`src/rtl/grid_avalon_reader_if.sv`:
```
// Avalon-MM slave bus bundle for grid_avalon_reader (word addressed, fixed read latency 1).
`timescale 1ns/1ps
interface grid_avalon_reader_if;
  logic [4:0]  avs_address;
  logic        avs_read;
  logic        avs_write;
  logic [31:0] avs_writedata;
  logic [31:0] avs_readdata;

  modport slave (
    input  avs_address,
    input  avs_read,
    input  avs_write,
    input  avs_writedata,
    output avs_readdata
  );

  modport master (
    output avs_address,
    output avs_read,
    output avs_write,
    output avs_writedata,
    input  avs_readdata
  );
endinterface

```
`src/rtl/grid_avalon_reader.sv`:
```
// Snapshot reader for the tetris_grid game state, served as 32-bit Avalon-MM words.
// Define GRID_IRQ_EN to add the irq output and the CONTROL[2] irq_en bit.
`timescale 1ns/1ps
module grid_avalon_reader (
  input  logic                 clk,
  input  logic                 reset_n,
  grid_avalon_reader_if.slave  avs,
  input  logic [199:0]         grid_state,
  input  logic [13:0]          score,
  input  logic                 game_over,
  input  logic                 game_paused,
  input  logic                 row_cleared
`ifdef GRID_IRQ_EN
  ,
  output logic                 irq
`endif
);

  // Bus protocol: no waitrequest. A read sampled at an edge is answered on
  // avs_readdata after that edge; a write takes effect at the edge it is
  // sampled. A read and a write in the same cycle: read served, write dropped.

  localparam logic [4:0] ADDR_STATUS  = 5'd0;
  localparam logic [4:0] ADDR_SCORE   = 5'd1;
  localparam logic [4:0] ADDR_CONTROL = 5'd2;

  logic [199:0] snap;
  logic [13:0]  snap_score;
  logic [199:0] prev_grid;
  logic         snap_valid;
  logic         changed;
  logic         row_sticky;
  logic [15:0]  snap_count;
  logic [31:0]  rdata_q;

  logic         wr_en;
  logic         ctrl_wr;
  logic         snap_req;
  logic         clr_row;
  logic         grid_diff;
  logic [31:0]  status_word;
  logic [31:0]  control_word;
  logic [31:0]  rd_mux;
  logic         unused_wd;

  assign unused_wd = &{1'b0, avs.avs_writedata[31:2]};

  always_comb begin
    wr_en       = avs.avs_write & ~avs.avs_read;
    ctrl_wr     = wr_en & (avs.avs_address == ADDR_CONTROL);
    snap_req    = ctrl_wr & avs.avs_writedata[0];
    clr_row     = ctrl_wr & avs.avs_writedata[1];
    grid_diff   = (grid_state != prev_grid);
    status_word = {snap_count, 11'b0, row_sticky, changed, snap_valid,
                   game_paused, game_over};
  end

`ifdef GRID_IRQ_EN
  logic irq_en;

  always_comb begin
    control_word = {29'b0, irq_en, 2'b00};
  end

  always_ff @(posedge clk or negedge reset_n) begin
    if (!reset_n) begin
      irq_en <= 1'b0;
      irq    <= 1'b0;
    end else begin
      if (ctrl_wr) irq_en <= avs.avs_writedata[2];
      irq <= changed & irq_en;
    end
  end
`else
  always_comb begin
    control_word = 32'b0;
  end
`endif

  always_comb begin
    rd_mux = 32'b0;
    case (avs.avs_address)
      ADDR_STATUS:  rd_mux = status_word;
      ADDR_SCORE:   rd_mux = {18'b0, snap_score};
      ADDR_CONTROL: rd_mux = control_word;
      5'd4:         rd_mux = snap[31:0];
      5'd5:         rd_mux = snap[63:32];
      5'd6:         rd_mux = snap[95:64];
      5'd7:         rd_mux = snap[127:96];
      5'd8:         rd_mux = snap[159:128];
      5'd9:         rd_mux = snap[191:160];
      5'd10:        rd_mux = {24'b0, snap[199:192]};
      default:      rd_mux = 32'b0;
    endcase
  end

  always_ff @(posedge clk or negedge reset_n) begin
    if (!reset_n) begin
      snap       <= '0;
      snap_score <= '0;
      prev_grid  <= '0;
      snap_valid <= 1'b0;
      changed    <= 1'b0;
      row_sticky <= 1'b0;
      snap_count <= '0;
      rdata_q    <= '0;
    end else begin
      prev_grid <= grid_state;
      if (snap_req) begin
        snap       <= grid_state;
        snap_score <= score;
        snap_valid <= 1'b1;
        snap_count <= snap_count + 16'd1;
      end
      // A change seen on the snapshot edge is already captured, so clear wins.
      if (snap_req)       changed <= 1'b0;
      else if (grid_diff) changed <= 1'b1;
      if (row_cleared)    row_sticky <= 1'b1;
      else if (clr_row)   row_sticky <= 1'b0;
      if (avs.avs_read)   rdata_q <= rd_mux;
    end
  end

  assign avs.avs_readdata = rdata_q;

endmodule
```
`src/flat_wrapper.sv`:
```
// flat-port wrapper written by rule: the top's interface ports become plain ports
module grid_avalon_reader_flat 
  (clk, reset_n, grid_state, score, game_over, game_paused, row_cleared, avs_avs_address, avs_avs_read, avs_avs_write, avs_avs_writedata, avs_avs_readdata);
  grid_avalon_reader_if avs_i ();
  input  logic clk;
  input  logic reset_n;
  input  logic [199:0] grid_state;
  input  logic [13:0] score;
  input  logic game_over;
  input  logic game_paused;
  input  logic row_cleared;
  input wire logic [$bits(avs_i.avs_address)-1:0] avs_avs_address;
  input wire logic [$bits(avs_i.avs_read)-1:0] avs_avs_read;
  input wire logic [$bits(avs_i.avs_write)-1:0] avs_avs_write;
  input wire logic [$bits(avs_i.avs_writedata)-1:0] avs_avs_writedata;
  output wire logic [$bits(avs_i.avs_readdata)-1:0] avs_avs_readdata;
  assign avs_i.avs_address = avs_avs_address;
  assign avs_i.avs_read = avs_avs_read;
  assign avs_i.avs_write = avs_avs_write;
  assign avs_i.avs_writedata = avs_avs_writedata;
  assign avs_avs_readdata = avs_i.avs_readdata;
  grid_avalon_reader u_core (.clk(clk), .reset_n(reset_n), .avs(avs_i), .grid_state(grid_state), .score(score), .game_over(game_over), .game_paused(game_paused), .row_cleared(row_cleared));
endmodule
```
`config.mk`:
```
export PLATFORM = sky130hd
export DESIGN_NAME = grid_avalon_reader_flat
export DESIGN_NICKNAME = d
export VERILOG_FILES = /design/src/rtl/grid_avalon_reader_if.sv /design/src/rtl/grid_avalon_reader.sv /design/src/flat_wrapper.sv
export SDC_FILE = /design/constraint.sdc
export NUM_CORES = 1
export LEC_CHECK = 0
export ABC_CLOCK_PERIOD_IN_PS = 4300
export CAP_MARGIN = 25
export CORE_MARGIN = 1.5
export CORE_UTILIZATION = 55
export DETAILED_ROUTE_END_ITERATION = 8
export GPL_TIMING_DRIVEN = 0
export PLACE_DENSITY = 0.81
export SYNTH_ARGS = -nofsm -noshare
export SYNTH_HDL_FRONTEND = slang
export SYNTH_SLANG_ARGS = --single-unit
```
`constraint.sdc`:
```
create_clock -name clk -period 4.3 [get_ports clk]
set_input_delay 0.86 -clock clk [delete_from_list [all_inputs] [get_ports clk]]
set_output_delay 0.86 -clock clk [all_outputs]
set_load 0.02 [all_outputs]
```
After elaboration in Yosys (flattened, before gate mapping):

Cells that the tools add are included.

* input port bits: 258
* register bits: 465
* output and inout port bits: 32

* $add $sub $neg: 1
* reductions and logical operators: 3
* bitwise gates (word level): 5
* eq/ne operators: 10
* muxes and demuxes: 5

Operator list (number)
* case mux 32 bit (9 select lines): 1
* != test 200 bit: 1
* == test 5 x 3 -> 1 bit (second input constant): 4
* adder 16 x 1 -> 16 bit (second input constant): 1
* == test 5 x 4 -> 1 bit (second input constant): 3
* == test 5 x 1 -> 1 bit (second input constant): 1
* == test 5 x 2 -> 1 bit (second input constant): 1
* logical NOT 5 bit: 1
* bitwise AND 1 bit: 4
* two-way mux 1 bit: 4
* nonzero test 2 bit: 2
* NOT 1 bit: 1

Depth between registers and ports, before layout:

Gate-level depths: netlist of run 1.

* depth after elaboration: 6
* depth in mapped cells: 8
* mapped depth without buffers: 6

Worst setup path after synthesis of run 1:

OpenSTA, ideal clock, no wires.

* kind: input to register
* start point: input port avs_avs_read
* end point: register u_core.snap_count[12]
* arrival time: 2.120 ns
* buffers on the path: 2
* required time: 4.177 ns
* stages: 8
* slack: 2.058 ns
* cell sequence: clkbuf_1 -> nor2b_1 -> and4_1 -> buf_2 -> nand2_1 -> nor3_4 -> nand4_1 -> xnor2_1

* cells in the longest elaborated chain, start to end: 4

RTL lines
* start, declared: RTL line flat_wrapper.sv:13 `input wire logic [$bits(avs_i.avs_read)-1:0] avs_avs_read;`
* NOT 1 bit: RTL line grid_avalon_reader.sv:49 `wr_en = avs.avs_write & ~avs.avs_read;`
* bitwise AND 1 bit: RTL line grid_avalon_reader.sv:49
* bitwise AND 1 bit: RTL line grid_avalon_reader.sv:50 `ctrl_wr = wr_en & (avs.avs_address == ADDR_CONTROL);`
* bitwise AND 1 bit: RTL line grid_avalon_reader.sv:51 `snap_req = ctrl_wr & avs.avs_writedata[0];`
* end signal, assigned: RTL line grid_avalon_reader.sv:113 `snap_count <= snap_count + 16'd1;`
* end, declared: RTL line grid_avalon_reader.sv:33 `logic [15:0] snap_count;`

Every way passes these cells.
A chain may end at the register's enable or synchronous reset.

Final worst setup path of run 1:

* start point: input port grid_state[177]
* end point: register u_core.changed

* cells in the longest elaborated chain, start to end: 2

RTL lines
* start, declared: RTL line flat_wrapper.sv:7 `input logic [199:0] grid_state;`
* != test 200 bit: RTL line grid_avalon_reader.sv:53 `grid_diff = (grid_state != prev_grid);`
* nonzero test 2 bit (no source line)
* end signal, assigned: RTL line grid_avalon_reader.sv:103 `changed <= 1'b0;`
* end signal, assigned: RTL line grid_avalon_reader.sv:116 `if (snap_req) changed <= 1'b0;`
* end signal, assigned: RTL line grid_avalon_reader.sv:117 `else if (grid_diff) changed <= 1'b1;`
* end, declared: RTL line grid_avalon_reader.sv:31 `logic changed;`

Every way passes these cells.

==> results of run 1 <==
## stage by stage
step / cells / setup TNS, ps / setup slack [ps] / hold WS (ps) / power (mW)
global route: 2596 / 0 / 1090 / 286 / 10.5
CTS: 2596 / 0 / 1180 / 270 / 10.2
global placement: 2506 / -8110230 / -17500 / 454 / 5.77
detailed placement: 2511 / 0 / 640 / 459 / 5.80
floorplan: 1801 / 0 / 2060 / 436 / 5.16
finish: 2598 / 0 / 1070 / 239 / 10.2
## flip-flops by register name, summed over array words and instances (netlist names)
name / cells
u_core.changed: 1
u_core.snap: 200
u_core.avs.avs_readdata: 32
u_core.row_sticky: 1
u_core.snap_count: 16
u_core.snap_score: 14
u_core.prev_grid: 200
u_core.snap_valid: 1
## cells by family after synthesis
| kind of cell | after synthesis | share of synthesized area (%) |
|---|---|---|
| compound gates | 227 | 9.35 |
| xor+xnor | 128 | 5.97 |
| fa+ha+maj | 1 | 0.0666 |
| buf+inv | 170 | 3.68 |
| flops | 465 | 61.9 |
| mux | 2 | 0.107 |
| simple gates | 808 | 18.9 |
## cell type report
| cell class | count | area, µm² |
|---|---|---|
| Antenna cell | 2 | 5.00 |
| Tap cell | 448 | 561 |
| Clock inverter | 22 | 325 |
| Fill cell | 2416 | 9850 |
| Timing Repair Buffer | 262 | 2690 |
| Inverter | 90 | 338 |
| Clock buffer | 63 | 1390 |
| Buffer | 80 | 353 |
| Multi-Input combinational cell | 1166 | 6470 |
| Sequential cell | 465 | 11600 |
## placed cells by master, fill, tap and decap left out, types with 6 or more instances in the layout
cell,n
a2111o_1,21
a21oi_1,6
a222oi_1,30
a22oi_1,60
and3_1,27
buf_2,31
bufinv_16,8
clkbuf_1,44
clkbuf_16,49
clkbuf_8,11
clkdlybuf4s50_1,256
clkinv_2,10
dfrtp_1,465
inv_1,90
nand2_1,606
nand2b_1,12
nand3_1,12
nand4_1,34
nor2b_1,71
nor4_1,26
o21ai_0,26
o22ai_1,50
xnor2_1,91
xor2_1,37
## final timing paths
check,from,endpoint,slack [ps],cells past startpoint
max,grid_state[177],u_core.changed$_DFFE_PN0P_,1070,6
min,reset_n,u_core.prev_grid[158]$_DFF_PN0_,240,1
max reg2reg,u_core.prev_grid[154]$_DFF_PN0_,u_core.changed$_DFFE_PN0P_,1610,6
min in group clk,u_core.snap_score[0]$_DFFE_PN0P_,u_core.snap_score[0]$_DFFE_PN0P_,480,2
min reg2reg,u_core.snap_score[0]$_DFFE_PN0P_,u_core.snap_score[0]$_DFFE_PN0P_,480,2
max in group asynchronous,reset_n,u_core.prev_grid[71]$_DFF_PN0_,2570,3
## routing by layer
metal | track usage [%] | up-vias | share of wire (%)
li1 | - | 6669 | -
met1 | 54.0 | 7656 | 39
met2 | 61.9 | 1049 | 44
met3 | 7.54 | 218 | 9.9
met4 | 24.0 | 0 | 6.8
met5 | 0 | - | 0
## power by group
part | total (mW) | internal [mW] | leakage [nW] | switching (mW)
Combinational | 0.931 | 0.398 | 4.24 | 0.532
Sequential | 4.82 | 4.64 | 5.95 | 0.178
Clock | 4.50 | 2.75 | 0.849 | 1.75
==> flow_summary.toml, run 1 <==
[run_status]
outcome = "complete, no violations"

[placement]
dpl-instance-area_um2 = 22000
io_buffers = 257
hpwl_mm = 52.5
gp_congestion = 0.967

[logic_synthesis]
ys_warn_count = 0
synth_ff_type = "dfrtp_1"
synth_edf_count = 0
synthCells = 1801
synth-async-reset-ratio_pct = 100
syn_area_per_cell_um2 = 10.4
synth.distinct_cells = 45
yosys.area.top_type = "dfrtp_1"
synth_nets = 2060
synth_top_area_share_pct = 61.9
yosys-top-cells-area = "dfrtp_1, nand2_1, xnor2_1"
synth-seq-cells = 465
yosys.cell_count.top_type = "nand2_1"
syn_area_um2 = 18800
synth_common_cells = "nand2_1, dfrtp_1, xnor2_1"
synth_seq_area_share_pct = 61.9

[sta]
rsz0062_at_grt = "false"
max_slew_margin_pct = 21.4
tightest_slew_ps = 1180
fin_crit_sh_pct = 75.1
max_freq_mhz = 309
min_period_ps = 3230
finClkSkew_ps = 16.1
setup_viol = 0
slew_viol_final = 0
hold_violations = 0

[worst_setup_path]
worstPathMaxFanout = 4
end_kind = "flop"
cp_slowest_cell = "a2111oi_0"
worstSetupPathType = "in -> reg"
max_stage_delay_ps = 930
path_delay_family = "compound AO/OA/AOI/OAI gates"
worstPathCellList = "clkdlybuf4s50_1 -> a2111o_1 -> a2111oi_0 -> nand4_1 -> nor4_1 -> a21oi_1"
crit_buf_inv = 1
worstPathArrival_ps = 3640
crit_path_start_kind = "input port"
critPathRequiredTime_ps = 4710

[drt]
drt_iter0_markers = 1970
routed_via_density = 6.00
drc = 0
wirelength_mm = 70.1
via_count = 15600
detail_route.wl_per_cell_um = 27.0
dr.pass1.iters = 9
ant_nets = 0

[grt]
grt_max_degree = 128
antenna_found_initial = 0
grt_usage_pct = 40.4
grt-ovfl-total = 0
grt_pass1_wl_mm = 102
grt_pass1_vias = 15900

[min_path]
min_path_type = "in -> async"

[clock_tree]
clockBufferDepth = 3
path_clk_slew_ps = 60
numCtsBuffers = 47
tritoncts = "yes"
cts_setup_buffers = 0
insertion_delay_ps = 570
hold_buffers = 0
cts_resized = 0
cts-root-buf = "clkbuf_16"
cts.htree.levels = 2
clock_sinks = 465

[power]
irDropWorstVdd_mv = 0.325
powerDensity_nw_per_um2 = 431
p_leak_nw = 11.0

[finish]
final_core_util_pct = 70.7
syn2layout_area_growth_pct = 26.5
drive_above_1_share_pct = 6.05
final_cell_area_um2 = 23800
layout.nets = 2371

[die]
die_x_um = 188
ios = 290
coreArea_um2 = 33600
fp.dieArea_um2 = 35300
start_util_pct = 55.9
die_h_um = 188
fp-row-count = 67

[run]
drv_cap = 0
Note: power is estimated with default switching activity, not from simulation.
==> inputs of run 2 (changes only) <==
--- a/config.mk
+++ b/config.mk
@@ -5,13 +5,13 @@
 export SDC_FILE = /design/constraint.sdc
 export NUM_CORES = 1
 export LEC_CHECK = 0
-export ABC_CLOCK_PERIOD_IN_PS = 4300
+export ABC_CLOCK_PERIOD_IN_PS = 2800
 export CAP_MARGIN = 25
 export CORE_MARGIN = 1.5
-export CORE_UTILIZATION = 55
+export CORE_UTILIZATION = 49
 export DETAILED_ROUTE_END_ITERATION = 8
 export GPL_TIMING_DRIVEN = 0
-export PLACE_DENSITY = 0.81
+export PLACE_DENSITY = 0.77
 export SYNTH_ARGS = -nofsm -noshare
 export SYNTH_HDL_FRONTEND = slang
 export SYNTH_SLANG_ARGS = --single-unit
==> constraint.sdc (replaced) <==
create_clock -name clk -period 2.8 [get_ports clk]
set_input_delay 0.56 -clock clk [delete_from_list [all_inputs] [get_ports clk]]
set_output_delay 0.56 -clock clk [all_outputs]
set_load 0.02 [all_outputs]
==> flow_summary.toml, run 2 (same netlist as run 1, synthesis figures left out) <==
[worst_setup_path]
worstPathCellList = "clkdlybuf4s50_1 -> xnor2_1 -> o221ai_1 -> a2111oi_1 -> nand4_1 -> nor4_1 -> a21oi_1"
rr_startpoint = "u_core.prev_grid[27]$_DFF_PN0_"
crit_path_start = "grid_state[27]"
cp_slowest_cell = "a2111oi_1"
worstPathArrival_ps = 3160
worstSetupPathType = "in -> reg"
crit_path_start_kind = "input port"
r2r_cells = 6
end_kind = "flop"
max_stage_delay_ps = 680
worstPathMaxFanout = 3
critPathRequiredTime_ps = 3200
crit_path_end = "u_core.changed$_DFFE_PN0P_"
r2r_end = "u_core.changed$_DFFE_PN0P_"
reg2reg_slack_ps = 200

[finish]
final_common_cell = "nand2_1"
drive_above_1_share_pct = 5.68
register_area_um2 = 11600
n_fill_cell = 2988
final_cell_mix = "nand2_1, dfrtp_1, clkdlybuf4s50_1"
final_cell_area_um2 = 23800
layout.nets = 2370
multiInputGateArea_um2 = 6470
finalNonFillerCells = 2658
final_core_util_pct = 63.0
syn2layout_area_growth_pct = 26.5

[clock_tree]
clock_sinks = 465
insertion_delay_ps = 570
numCtsBuffers = 47
path_clk_slew_ps = 60
cts_setup_buffers = 0
cts-root-buf = "clkbuf_16"
tritoncts = "yes"
cts.htree.levels = 2
clockBufferDepth = 3

[grt]
grt_usage_pct = 35.7
grt-ovfl-total = 0
grtUsageMet2_pct = 53.5
top_usage_layer = "met2"
grt_pass1_wl_mm = 100
use_met3_pct = 9.16
grt_max_degree = 129
grt_pass1_vias = 15500
antenna_found_initial = 2
grtUsageMet1_pct = 48.4

[sta]
min_period_ps = 2760
finClkSkew_ps = 17.4
rsz0062_at_grt = "false"
max_freq_mhz = 362
max_slew_margin_pct = 29.3
tightest_slew_ps = 1050
setup_slack_ps = 38.9
slew_viol_final = 0
fin_hold_ws_ps = 49.7
setup_viol = 0
fin_crit_sh_pct = 98.6
hold_violations = 0

[placement]
gp_congestion = 1.01
hpwl_mm = 51.3
place_ws_ps = -579
io_buffers = 257
dp_cells = 2573
dpl-instance-area_um2 = 22100

[die]
die_x_um = 199
fp-row-count = 71
fp.dieArea_um2 = 39500
die_h_um = 199
coreArea_um2 = 37800
start_util_pct = 49.8
ios = 290

[drt]
drc = 0
detail_route.wl_per_cell_um = 26.0
via_count = 15700
dr.pass1.iters = 8
drt_iter0_markers = 2438
routed_via_density = 5.91
ant_nets = 0
wirelength_mm = 69.2

[power]
powerDensity_nw_per_um2 = 656
p_leak_nw = 11.0
irDropWorstVdd_mv = 0.377

[min_path]
min_path_type = "in -> async"

[run]
drv_cap = 0

[run_status]
outcome = "complete, no violations"
## run 2: cell types whose count changed in the layout (fill, tap and decap cells not counted)
| cell | previous run | this run |
|---|---|---|
| buf_16 | 4 | 3 |
| clkbuf_1 | 44 | 51 |
| diode_2 | 2 | 1 |
| inv_6 | 0 | 1 |
| a2111oi_0 | 5 | 4 |
| a2111oi_1 | 2 | 3 |
| clkinv_2 | 10 | 4 |
| nor4_2 | 0 | 1 |
| nor4_1 | 26 | 25 |
| bufinv_16 | 8 | 7 |
| clkbuf_8 | 11 | 10 |
| inv_8 | 1 | 0 |
## run 2: area by class of cell
| class | instances | area share (%) |
|---|---|---|
| Antenna cell | 1 | 0.0105 |
| Timing Repair Buffer | 261 | 11.2 |
| Buffer | 80 | 1.48 |
| Clock buffer | 69 | 5.90 |
| Sequential cell | 465 | 49.0 |
| Inverter | 90 | 1.42 |
| Clock inverter | 15 | 1.11 |
| Tap cell | 511 | 2.69 |
| Multi-Input combinational cell | 1166 | 27.2 |
## run 2: power breakdown
part	internal [mW]	total [mW]	leakage, nW	switching [mW]
Clock	4.11	6.77	0.811	2.66
Combinational	0.608	1.43	4.23	0.817
Sequential	7.13	7.39	5.95	0.264
## run 2: what timing repair did
| item | in CTS | in global routing |
|---|---|---|
| resized for setup | 2 | 0 |
| hold buffers | 0 | 0 |
| setup endpoints to repair | 1 | 0 |
## run 2: how the worst min path moves through the flow
stage	to
after CTS	u_core.prev_grid[179]$_DFF_PN0_
final	u_core.prev_grid[103]$_DFF_PN0_
after detailed placement	u_core.snap_valid$_DFFE_PN0P_
after global placement	u_core.snap_valid$_DFFE_PN0P_
after floorplan	u_core.avs.avs_readdata[0]$_DFFE_PN0P_
after global routing	u_core.prev_grid[179]$_DFF_PN0_
## run 2: through the flow
stage | total power, mW | TNS, ps
2_1_floorplan | 7.93 | 0
3_3_place_gp | 8.85 | -8659350
3_5_place_dp | 8.88 | -32740
4_1_cts | 15.5 | 0
5_1_grt | 16.0 | 0
6_report | 15.6 | 0
## run 2: layer usage
| layer | routed length, µm | share of wire [%] |
|---|---|---|
| met5 | 0 | 0 |
| met4 | 4020 | 5.8 |
| met3 | 7930 | 11 |
| met1 | 27000 | 39 |
| met2 | 30200 | 44 |
## run 2: worst max-delay path, delay by kind of cell
kind	cells	cell delay (ps)
xor+xnor	1	420
compound gates	3	1040
simple gates	2	630
buf+inv	1	510
